<file path="src/rtl/pw_trig_sequencer.sv">
// Control sequencer for the pulse-width trigger unit: holds shadow configuration, arms the unit,
// counts qualifying status edges and emits a one-cycle trigger followed by a holdoff interval.
module pw_trig_sequencer #(
    parameter int CW  = 32,
    parameter int EVW = 16
) (
    input  logic          cnt_clk,
    input  logic          cnt_clr,
    input  logic          cfg_we,
    input  logic [2:0]    cfg_addr,
    input  logic [CW-1:0] cfg_wdata,
    input  logic          arm,
    input  logic          abort,
    input  logic          pul_trig_status,
    output logic [CW-1:0] cmp_low,
    output logic [CW-1:0] cmp_high,
    output logic [1:0]    func_sel,
    output logic          pw_clr_n,
    output logic          trig_out,
    output logic          armed,
    output logic          busy,
    output logic          cfg_pending,
    output logic [2:0]    dbg_state
);

    typedef enum logic [2:0] {
        S_IDLE    = 3'd0,
        S_LOAD    = 3'd1,
        S_SETTLE  = 3'd2,
        S_ARMED   = 3'd3,
        S_HOLDOFF = 3'd4
    } state_e;

    state_e          state_q, state_d;
    logic [1:0]      settle_q, settle_d;
    logic [EVW-1:0]  ev_cnt_q, ev_cnt_d;
    logic [CW-1:0]   ho_q, ho_d;
    logic            trig_d;
    logic            trig_q, pw_clr_n_q, armed_q, busy_q;

    logic [CW-1:0]   sh_low_q, sh_high_q, sh_hold_q;
    logic [1:0]      sh_func_q;
    logic            sh_rearm_q;
    logic [EVW-1:0]  sh_evn_q;
    logic [CW-1:0]   act_low_q, act_high_q, act_hold_q;
    logic [1:0]      act_func_q;
    logic            act_rearm_q;
    logic [EVW-1:0]  act_evn_q;
    logic            dirty_q;

    logic            st_q, st_prev_q, rise;
    logic            cfg_hit;
    logic [EVW-1:0]  eff_n;
    logic [EVW:0]    ev_inc;

    assign cfg_hit = cfg_we && (cfg_addr <= 3'd4);

    // Shadow takes every write; active only follows shadow during LOAD, so the unit sees a
    // consistent configuration while it is held cleared.
    always_ff @(posedge cnt_clk or negedge cnt_clr) begin
        if (!cnt_clr) begin
            sh_low_q    <= '0;
            sh_high_q   <= '0;
            sh_hold_q   <= '0;
            sh_func_q   <= '0;
            sh_rearm_q  <= 1'b0;
            sh_evn_q    <= '0;
            act_low_q   <= '0;
            act_high_q  <= '0;
            act_hold_q  <= '0;
            act_func_q  <= '0;
            act_rearm_q <= 1'b0;
            act_evn_q   <= '0;
            dirty_q     <= 1'b0;
        end else begin
            if (state_q == S_LOAD) begin
                act_low_q   <= sh_low_q;
                act_high_q  <= sh_high_q;
                act_hold_q  <= sh_hold_q;
                act_func_q  <= sh_func_q;
                act_rearm_q <= sh_rearm_q;
                act_evn_q   <= sh_evn_q;
            end
            if (cfg_we) begin
                case (cfg_addr)
                    3'd0:    sh_low_q  <= cfg_wdata;
                    3'd1:    sh_high_q <= cfg_wdata;
                    3'd2:    {sh_rearm_q, sh_func_q} <= cfg_wdata[2:0];
                    3'd3:    sh_hold_q <= cfg_wdata;
                    3'd4:    sh_evn_q  <= cfg_wdata[EVW-1:0];
                    default: ;
                endcase
            end
            if (cfg_hit)
                dirty_q <= 1'b1;
            else if (state_q == S_LOAD)
                dirty_q <= 1'b0;
        end
    end

    // Status is registered once before edge detection; the edge register tracks it continuously,
    // so a level already high when SETTLE ends never counts as a rise.
    assign rise   = st_q & ~st_prev_q;
    assign eff_n  = (act_evn_q == '0) ? EVW'(1) : act_evn_q;
    assign ev_inc = {1'b0, ev_cnt_q} + (EVW+1)'(1);

    always_comb begin
        state_d  = state_q;
        settle_d = settle_q;
        ev_cnt_d = ev_cnt_q;
        ho_d     = ho_q;
        trig_d   = 1'b0;
        case (state_q)
            S_IDLE:    if (arm) state_d = dirty_q ? S_LOAD : S_SETTLE;
            S_LOAD:    state_d = S_SETTLE;
            S_SETTLE: begin
                if (settle_q == 2'd3) state_d = S_ARMED;
                else                  settle_d = settle_q + 2'd1;
            end
            S_ARMED: begin
                if (rise) begin
                    ev_cnt_d = ev_inc[EVW-1:0];
                    if (ev_inc >= {1'b0, eff_n}) begin
                        trig_d  = 1'b1;
                        state_d = S_HOLDOFF;
                    end
                end
            end
            S_HOLDOFF: begin
                if (ho_q >= act_hold_q) begin
                    if (act_rearm_q) state_d = dirty_q ? S_LOAD : S_SETTLE;
                    else             state_d = S_IDLE;
                end else begin
                    ho_d = ho_q + CW'(1);
                end
            end
            default:   state_d = S_IDLE;
        endcase
        if (state_d == S_SETTLE && state_q != S_SETTLE) begin
            settle_d = 2'd0;
            ev_cnt_d = '0;
        end
        // Counter starts at 1 so a zero holdoff still spends one cycle cleared.
        if (state_d == S_HOLDOFF && state_q != S_HOLDOFF) ho_d = CW'(1);
        if (abort) begin
            state_d  = S_IDLE;
            trig_d   = 1'b0;
            ev_cnt_d = '0;
        end
    end

    always_ff @(posedge cnt_clk or negedge cnt_clr) begin
        if (!cnt_clr) begin
            state_q    <= S_IDLE;
            settle_q   <= '0;
            ev_cnt_q   <= '0;
            ho_q       <= '0;
            st_q       <= 1'b0;
            st_prev_q  <= 1'b0;
            trig_q     <= 1'b0;
            pw_clr_n_q <= 1'b0;
            armed_q    <= 1'b0;
            busy_q     <= 1'b0;
        end else begin
            state_q    <= state_d;
            settle_q   <= settle_d;
            ev_cnt_q   <= ev_cnt_d;
            ho_q       <= ho_d;
            st_q       <= pul_trig_status;
            st_prev_q  <= st_q;
            trig_q     <= trig_d;
            pw_clr_n_q <= (state_d == S_ARMED);
            armed_q    <= (state_d == S_ARMED);
            busy_q     <= (state_d != S_IDLE);
        end
    end

    assign cmp_low     = act_low_q;
    assign cmp_high    = act_high_q;
    assign func_sel    = act_func_q;
    assign pw_clr_n    = pw_clr_n_q;
    assign trig_out    = trig_q;
    assign armed       = armed_q;
    assign busy        = busy_q;
    assign cfg_pending = dirty_q;
    assign dbg_state   = state_q;

endmodule

</file>
<file path="config.mk">
export PLATFORM = sky130hd
export DESIGN_NAME = pw_trig_sequencer
export DESIGN_NICKNAME = d
export VERILOG_FILES = /design/src/rtl/pw_trig_sequencer.sv
export SDC_FILE = /design/constraint.sdc
export NUM_CORES = 1
export LEC_CHECK = 0
export CAP_MARGIN = 20
export CORE_MARGIN = 4
export CORE_UTILIZATION = 25
export CTS_CLUSTER_SIZE = 8
export DETAILED_ROUTE_END_ITERATION = 8
export GPL_TIMING_DRIVEN = 0
export PLACE_DENSITY = 0.55
export SETUP_SLACK_MARGIN = 0.4
export SYNTH_ARGS = -nofsm -noshare
export SYNTH_HDL_FRONTEND = slang
export SYNTH_SLANG_ARGS = --single-unit
</file>
<file path="constraint.sdc">
create_clock -name cnt_clk -period 3.5 [get_ports cnt_clk]
set_input_delay 0.35 -clock cnt_clk [delete_from_list [all_inputs] [get_ports cnt_clk]]
set_output_delay 0.35 -clock cnt_clk [all_outputs]
set_load 0.02 [all_outputs]
</file>
# Word-level counts from Yosys, hierarchy flattened
# Cells that the tools add are included.
# word_totals
reg_bits,289
input_bits,41
output_inout_bits,74
word_cells,92
# classes
add_sub_neg,3
order_cmp,3
eq_ne,16
muxes,26
bitwise,2
reduce_logical,20
# op_table
cell,count
32-bit 2-to-1 mux,3
16-bit 2-to-1 mux,5
"32-bit by 1-bit adder with 32-bit output, second input constant",1
32-bit >= comparator,1
"3-bit by 2-bit equality test with 1-bit output, second input constant",6
3-bit 2-to-1 mux,6
"16-bit by 1-bit adder with 17-bit output, second input constant",1
17-bit by 16-bit >= comparator with 1-bit output,1
16-bit zero test,1
2-bit AND reduction,8
3-bit case mux with 5 select lines,1
2-bit 2-to-1 mux,5
"3-bit equality test, second input constant",3
3-bit nonzero test,3
"3-bit by 1-bit equality test with 1-bit output, second input constant",2
3-bit zero test,2
1-bit 2-to-1 mux,6
2-bit nonzero test,3
"2-bit by 1-bit inequality test with 1-bit output, second input constant",2
"3-bit less-or-equal comparator, second input constant",1
1-bit logical AND,3
"3-bit by 2-bit inequality test with 1-bit output, second input constant",1
"3-bit inequality test, second input constant",1
"2-bit by 1-bit adder with 2-bit output, second input constant",1
3 further kinds,3

# Longest topological paths before layout
# depth
depth_word,10
mapped_depth,15
ltp_nobuf,13

# Least setup slack after synthesis
# OpenSTA, ideal clock, no wires.
# synth_timing
path_type,reg2reg
start,reg ev_cnt_q[0]
end,reg ho_q[11]
setup_time_ps,77
arrival_ps,3297
t_required_ps,3423
slack_ps,126
path_stages_with_launch,15
path_buffers,2
period_less_slack_ps,3374
cell_sequence,dfrtp_1 > ha_1 > inv_1 > or3_1 > clkbuf_1 > nor3_2 > nand3_1 > xnor2_1 > ha_1 > a21o_1 > a221o_1 > a211oi_1 > nor2_1 > buf_2 > a21oi_1
# synth_via
elab_chain_cells,9
word_cells_on_any_way,11
classes_between,add/sub: 1; order compare: 1; eq/ne: 2; mux: 4; reduce/logical: 3
# synth_rtl
item,line_no,source
from (decl),36,"logic [EVW-1:0] ev_cnt_q, ev_cnt_d;"
from (signal assigned),167,ev_cnt_q <= ev_cnt_d;
16-bit by 1-bit adder with 17-bit output (*),105,"assign ev_inc = {1'b0, ev_cnt_q} + (EVW+1)'(1);"
17-bit by 16-bit >= comparator with 1-bit output (*),123,"if (ev_inc >= {1'b0, eff_n}) begin"
3-bit 2-to-1 mux (*),123,
3-bit 2-to-1 mux (*),121,if (rise) begin
3-bit case mux with 5 select lines (*),113,case (state_q)
3-bit equality test (*),144,if (state_d == S_HOLDOFF && state_q != S_HOLDOFF) ho_d = CW'(1);
1-bit logical AND (*),144,
2-bit by 1-bit inequality test with 1-bit output (no line) / 2-bit nonzero test (equally long branches),-,
2-bit AND reduction (no line),-,
to (signal assigned),168,ho_q <= ho_d;
to (decl),37,"logic [CW-1:0] ho_q, ho_d;"
# Mark *: on every way between the ends. The rest lies on a longest branch, timed or not.
# A chain may end at the register's enable or synchronous reset.

# Worst setup path in the final report
# layout_timing
start,reg ev_cnt_q[4]
end,reg ho_q[1]
# The elaborated chain is that of the path after synthesis.

==> qor.log <==
INFO  drt            drtAntennaViolNets=0
INFO  drt            viasPerCell=4.48
INFO  layout         layout-drive-gt1-share=26.3%
INFO  cts            cts_tree=yes
INFO  sta            report.final.hold_viol_count=0
INFO  placement      pre_cts_ws=-0.237ns
INFO  die            initial_utilization=25.4%
INFO  synthesis      yosysMostFrequentCell=sky130_fd_sc_hd__dfrtp_1
INFO  critical_path  cp.required=3.95ns
INFO  critical_path  timing.critical_path.cells=nand4_1 > or3_4 > buf_8 > buf_6 > nor2_4 > xor2_1 > ha_1 > a21o_1 > a21o_1 > a21oi_2 > nor2_2 > a211oi_4 > nor2_4 > buf_6 > a21oi_2
INFO  critical_path  crit_fanout=8
INFO  die            core-area=50,500um2
INFO  synthesis      syn-mean-instance-area=12.0um2
INFO  drt            wl_per_cell=16.4um
INFO  cts            clkTransAtPathRegs=0.05ns
INFO  die            row_count=82
INFO  critical_path  worstSetupStartpointType=register
INFO  drt            drt_iter0_drc=409
INFO  die            die_area=55,000um2
INFO  critical_path  crit_path_top_delay_cell=sky130_fd_sc_hd__or3_4
INFO  synthesis      synth_cells=1,071
INFO  sta            timing_max_transition_violations_final=0
INFO  global_routing grt_start_max_net_pins=107
INFO  sta            worst_clock_skew=0.0141ns
INFO  critical_path  path_class=register to register
INFO  global_routing grt_first_pass_wirelength=51,300um
INFO  placement      place_area=14,900um2
INFO  sta            relSlewSlack=33.2%
INFO  critical_path  cp.arrival=3.62ns
INFO  sta            tightestPinTransition=0.993ns
INFO  power          power.density_cell_area=703nW/um2
INFO  placement      routabilityCongestion=0.830
INFO  layout         finish.instance_area=16,500um2
INFO  sta            rsz0062_at_grt=true
INFO  global_routing grt_overflow=0
INFO  power          max-vdd-ir-drop=0.354mV
INFO  cts            cts.root.buffer_cell=sky130_fd_sc_hd__clkbuf_16
INFO  status         status=complete, no violations
INFO  synthesis      synth_edf_count=0
INFO  layout         multiInputGateArea=5470um2
INFO  sta            max_clock_freq=0.315GHz
INFO  synthesis      synth.net_count=1,163
INFO  synthesis      post_synth_mux_area_share=16.2%
INFO  layout         growth_of_design_area_from_synthesis_to_finish=28.7%
INFO  job            cap_viol_max_count=0
INFO  layout         finalCoreUtilization=32.7%
INFO  critical_path  rrSetupSlack=0.33ns
INFO  synthesis      synth_seq_cells=289
INFO  critical_path  cpPeakStageDelay=0.41ns
INFO  cts            clk-insertion-delay-late=0.53ns
INFO  die            chipWidth=235um
INFO  sta            worst_slack=0.328ns
INFO  critical_path  cp-end-kind=register
INFO  synthesis      post_synth_main_area_contributors=sky130_fd_sc_hd__dfrtp_1 56%, sky130_fd_sc_hd__mux2_2 16%, sky130_fd_sc_hd__ha_1 5.0%, sky130_fd_sc_hd__xnor2_1 2.9%, sky130_fd_sc_hd__nand2_1 2.5%
INFO  placement      portbufs=114
INFO  synthesis      synth_warnings=0
INFO  cts            clk_path_buf_depth=3
INFO  synthesis      synthSimpleGateAreaFrac=9.98%
INFO  cts            clkSinkCount=289
INFO  layout         filler_cell_count_in_the_final_layout=5,109
INFO  layout         antenna_cells_inserted=0
INFO  synthesis      synth.lib_cells_used.distinct=50
INFO  drt            drcViolationCount=0
INFO  drt            routed_wirelength=31,700um
INFO  global_routing grt_pass1_vias=9,229
INFO  synthesis      synth-main-ff-cell=sky130_fd_sc_hd__dfrtp_1
INFO  global_routing antenna_violations_before_repair=0
INFO  drt            detailedRoute.firstPassIterationCount=5
INFO  die            dieHeight=235um
INFO  cts            ctsHtreeMaxLevel=2
INFO  min_path       hold_class=input pin to register
INFO  global_routing track_usage=11.7%
INFO  synthesis      postSynth.asyncResetShare=100%
INFO  power          leakagePower=6.97nW
INFO  sta            period_needed=3.17ns
INFO  die            design.portCount=115
INFO  placement      post-dp-hpwl=22,300um
INFO  cts            cts_buffers=42
INFO  sta            tns=0ns
INFO  sta            finalCritPeriodShare=90.6%
INFO  sta            worst_hold_slack=0.311ns
INFO  synthesis      ys_top_cells_by_count=289 x sky130_fd_sc_hd__dfrtp_1, 184 x sky130_fd_sc_hd__mux2_2, 86 x sky130_fd_sc_hd__nand2_1
INFO  synthesis      synth-xor-area-share=3.82%
INFO  synthesis      synth_compound_gate_area_share=5.47%
INFO  synthesis      seq_area_frac_synth=56.3%
INFO  layout         finalNetCount=1,350
INFO  sta            finalSetupViolations=0
INFO  synthesis      synth.largest_area_cell=sky130_fd_sc_hd__dfrtp_1
INFO  synthesis      synth_top_family_by_area=multiplexers
INFO  synthesis      synth-adder-area-share=4.97%
INFO  drt            vias=8,663
INFO  layout         regArea=7240um2
INFO  synthesis      synth.cell_area=12,800um2
INFO  synthesis      yosysTopAreaCellShare=56.3%
==> metal layers <==
layer  global-route usage (%)  share of wire (%)  vias to the layer above
li1                         -                  -                     4053
met1                     15.6                 45                     4415
met2                     19.4                 49                      151
met3                     1.95                3.4                       44
met4                     3.69                2.5                        0
met5                        0                  0                        -
==> worst paths after layout <==
| path | cells past startpoint | to | start |
|---|---|---|---|
| hold / removal | 1 | st_q | pul_trig_status |
| hold reg to reg | 0 | st_prev_q | st_q |
| setup reg to reg | 15 | ho_q[1] | ev_cnt_q[4] |
| min in group asynchronous | 2 | cmp_high[5] | cnt_clr |
| max in group asynchronous | 4 | ho_q[14] | cnt_clr |
| setup / recovery | 15 | ho_q[1] | ev_cnt_q[4] |
==> critical path: cells and delay by family, from the launching register on <==
kind                       cells  cell delay [ns]
xor gates and xnor gates       1             0.18
adders and majority gates      1             0.27
AOI/OAI and AO/OA              5             0.95
buffers and inverters          3             0.43
DFF                            1             0.38
and+or+nand+nor                5             0.87
==> flip-flops by register name (all words and copies together) (netlist names), 16 cells and up <==
name        flops
act_hold_q     32
cmp_high       32
cmp_low        32
ho_q           32
sh_high_q      32
sh_hold_q      32
sh_low_q       32
act_evn_q      16
ev_cnt_q       16
sh_evn_q       16
==> cell type report <==
type,instances,area share [%]
buffer,47,1.51
clock buffer,44,6.54
clock inverter,2,0.106
inverter,55,1.25
multi-input combinational,680,33.1
sequential,289,43.8
tap,672,5.09
timing repair buffer,143,8.59
==> cell families (layout without fill, tap and decap cells) <==
| kind of cell | count (synthesis) | count (layout) |
|---|---|---|
| compound gates | 116 | 116 |
| xor+xnor | 56 | 56 |
| fa+ha+maj | 51 | 51 |
| buf+inv | 102 | 291 |
| flops | 289 | 289 |
| mux | 185 | 185 |
| simple gates | 272 | 272 |
==> repair_timing <==
item	in CTS	in global routing
gates cloned	3	0
gates resized for setup	50	45
setup endpoints to repair	48	53
setup buffers	13	9
pin swaps	27	21
hold endpoints to repair	81	0
hold buffers	1	0
==> per-stage QoR <==
stage | std cells | total power [W]
6_report | 1932 | 0.0116
5_1_grt | 1932 | 0.0123
4_1_cts | 1923 | 0.0118
3_5_place_dp | 1860 | 0.00815
3_3_place_gp | 1857 | 0.00808
2_1_floorplan | 1071 | 0.00663
==> power by group <==
group	leakage [nW]	switching, W	internal [W]	total (W)
Sequential	3.60	0.000503	0.00430	0.00481
Clock	0.540	0.00135	0.00215	0.00350
Combinational	2.83	0.00166	0.00165	0.00331
Total	6.97	0.00352	0.00810	0.0116
==> cells in the final DEF, fill, tap and decap left out, types with 5 or more instances in the layout <==
cell type / count
sky130_fd_sc_hd__dfrtp_1: 283
sky130_fd_sc_hd__mux2_2: 184
sky130_fd_sc_hd__clkdlybuf4s50_1: 113
sky130_fd_sc_hd__nand2_1: 86
sky130_fd_sc_hd__o21ai_0: 59
sky130_fd_sc_hd__inv_1: 54
sky130_fd_sc_hd__ha_1: 50
sky130_fd_sc_hd__clkbuf_16: 43
sky130_fd_sc_hd__xnor2_1: 42
sky130_fd_sc_hd__nor2_1: 39
sky130_fd_sc_hd__nand3_1: 29
sky130_fd_sc_hd__clkbuf_1: 27
sky130_fd_sc_hd__nor3_1: 25
sky130_fd_sc_hd__buf_4: 24
sky130_fd_sc_hd__a21oi_1: 22
sky130_fd_sc_hd__nand4_1: 19
sky130_fd_sc_hd__xor2_1: 13
sky130_fd_sc_hd__nor2_2: 13
sky130_fd_sc_hd__nor2_4: 12
sky130_fd_sc_hd__nor4_1: 12
sky130_fd_sc_hd__buf_6: 10
sky130_fd_sc_hd__a21o_1: 7
sky130_fd_sc_hd__buf_1: 7
sky130_fd_sc_hd__dfrtp_2: 6
sky130_fd_sc_hd__and3_1: 5
sky130_fd_sc_hd__a21oi_2: 5
sky130_fd_sc_hd__or3_1: 5
Power figures use the tool's default switching activity.
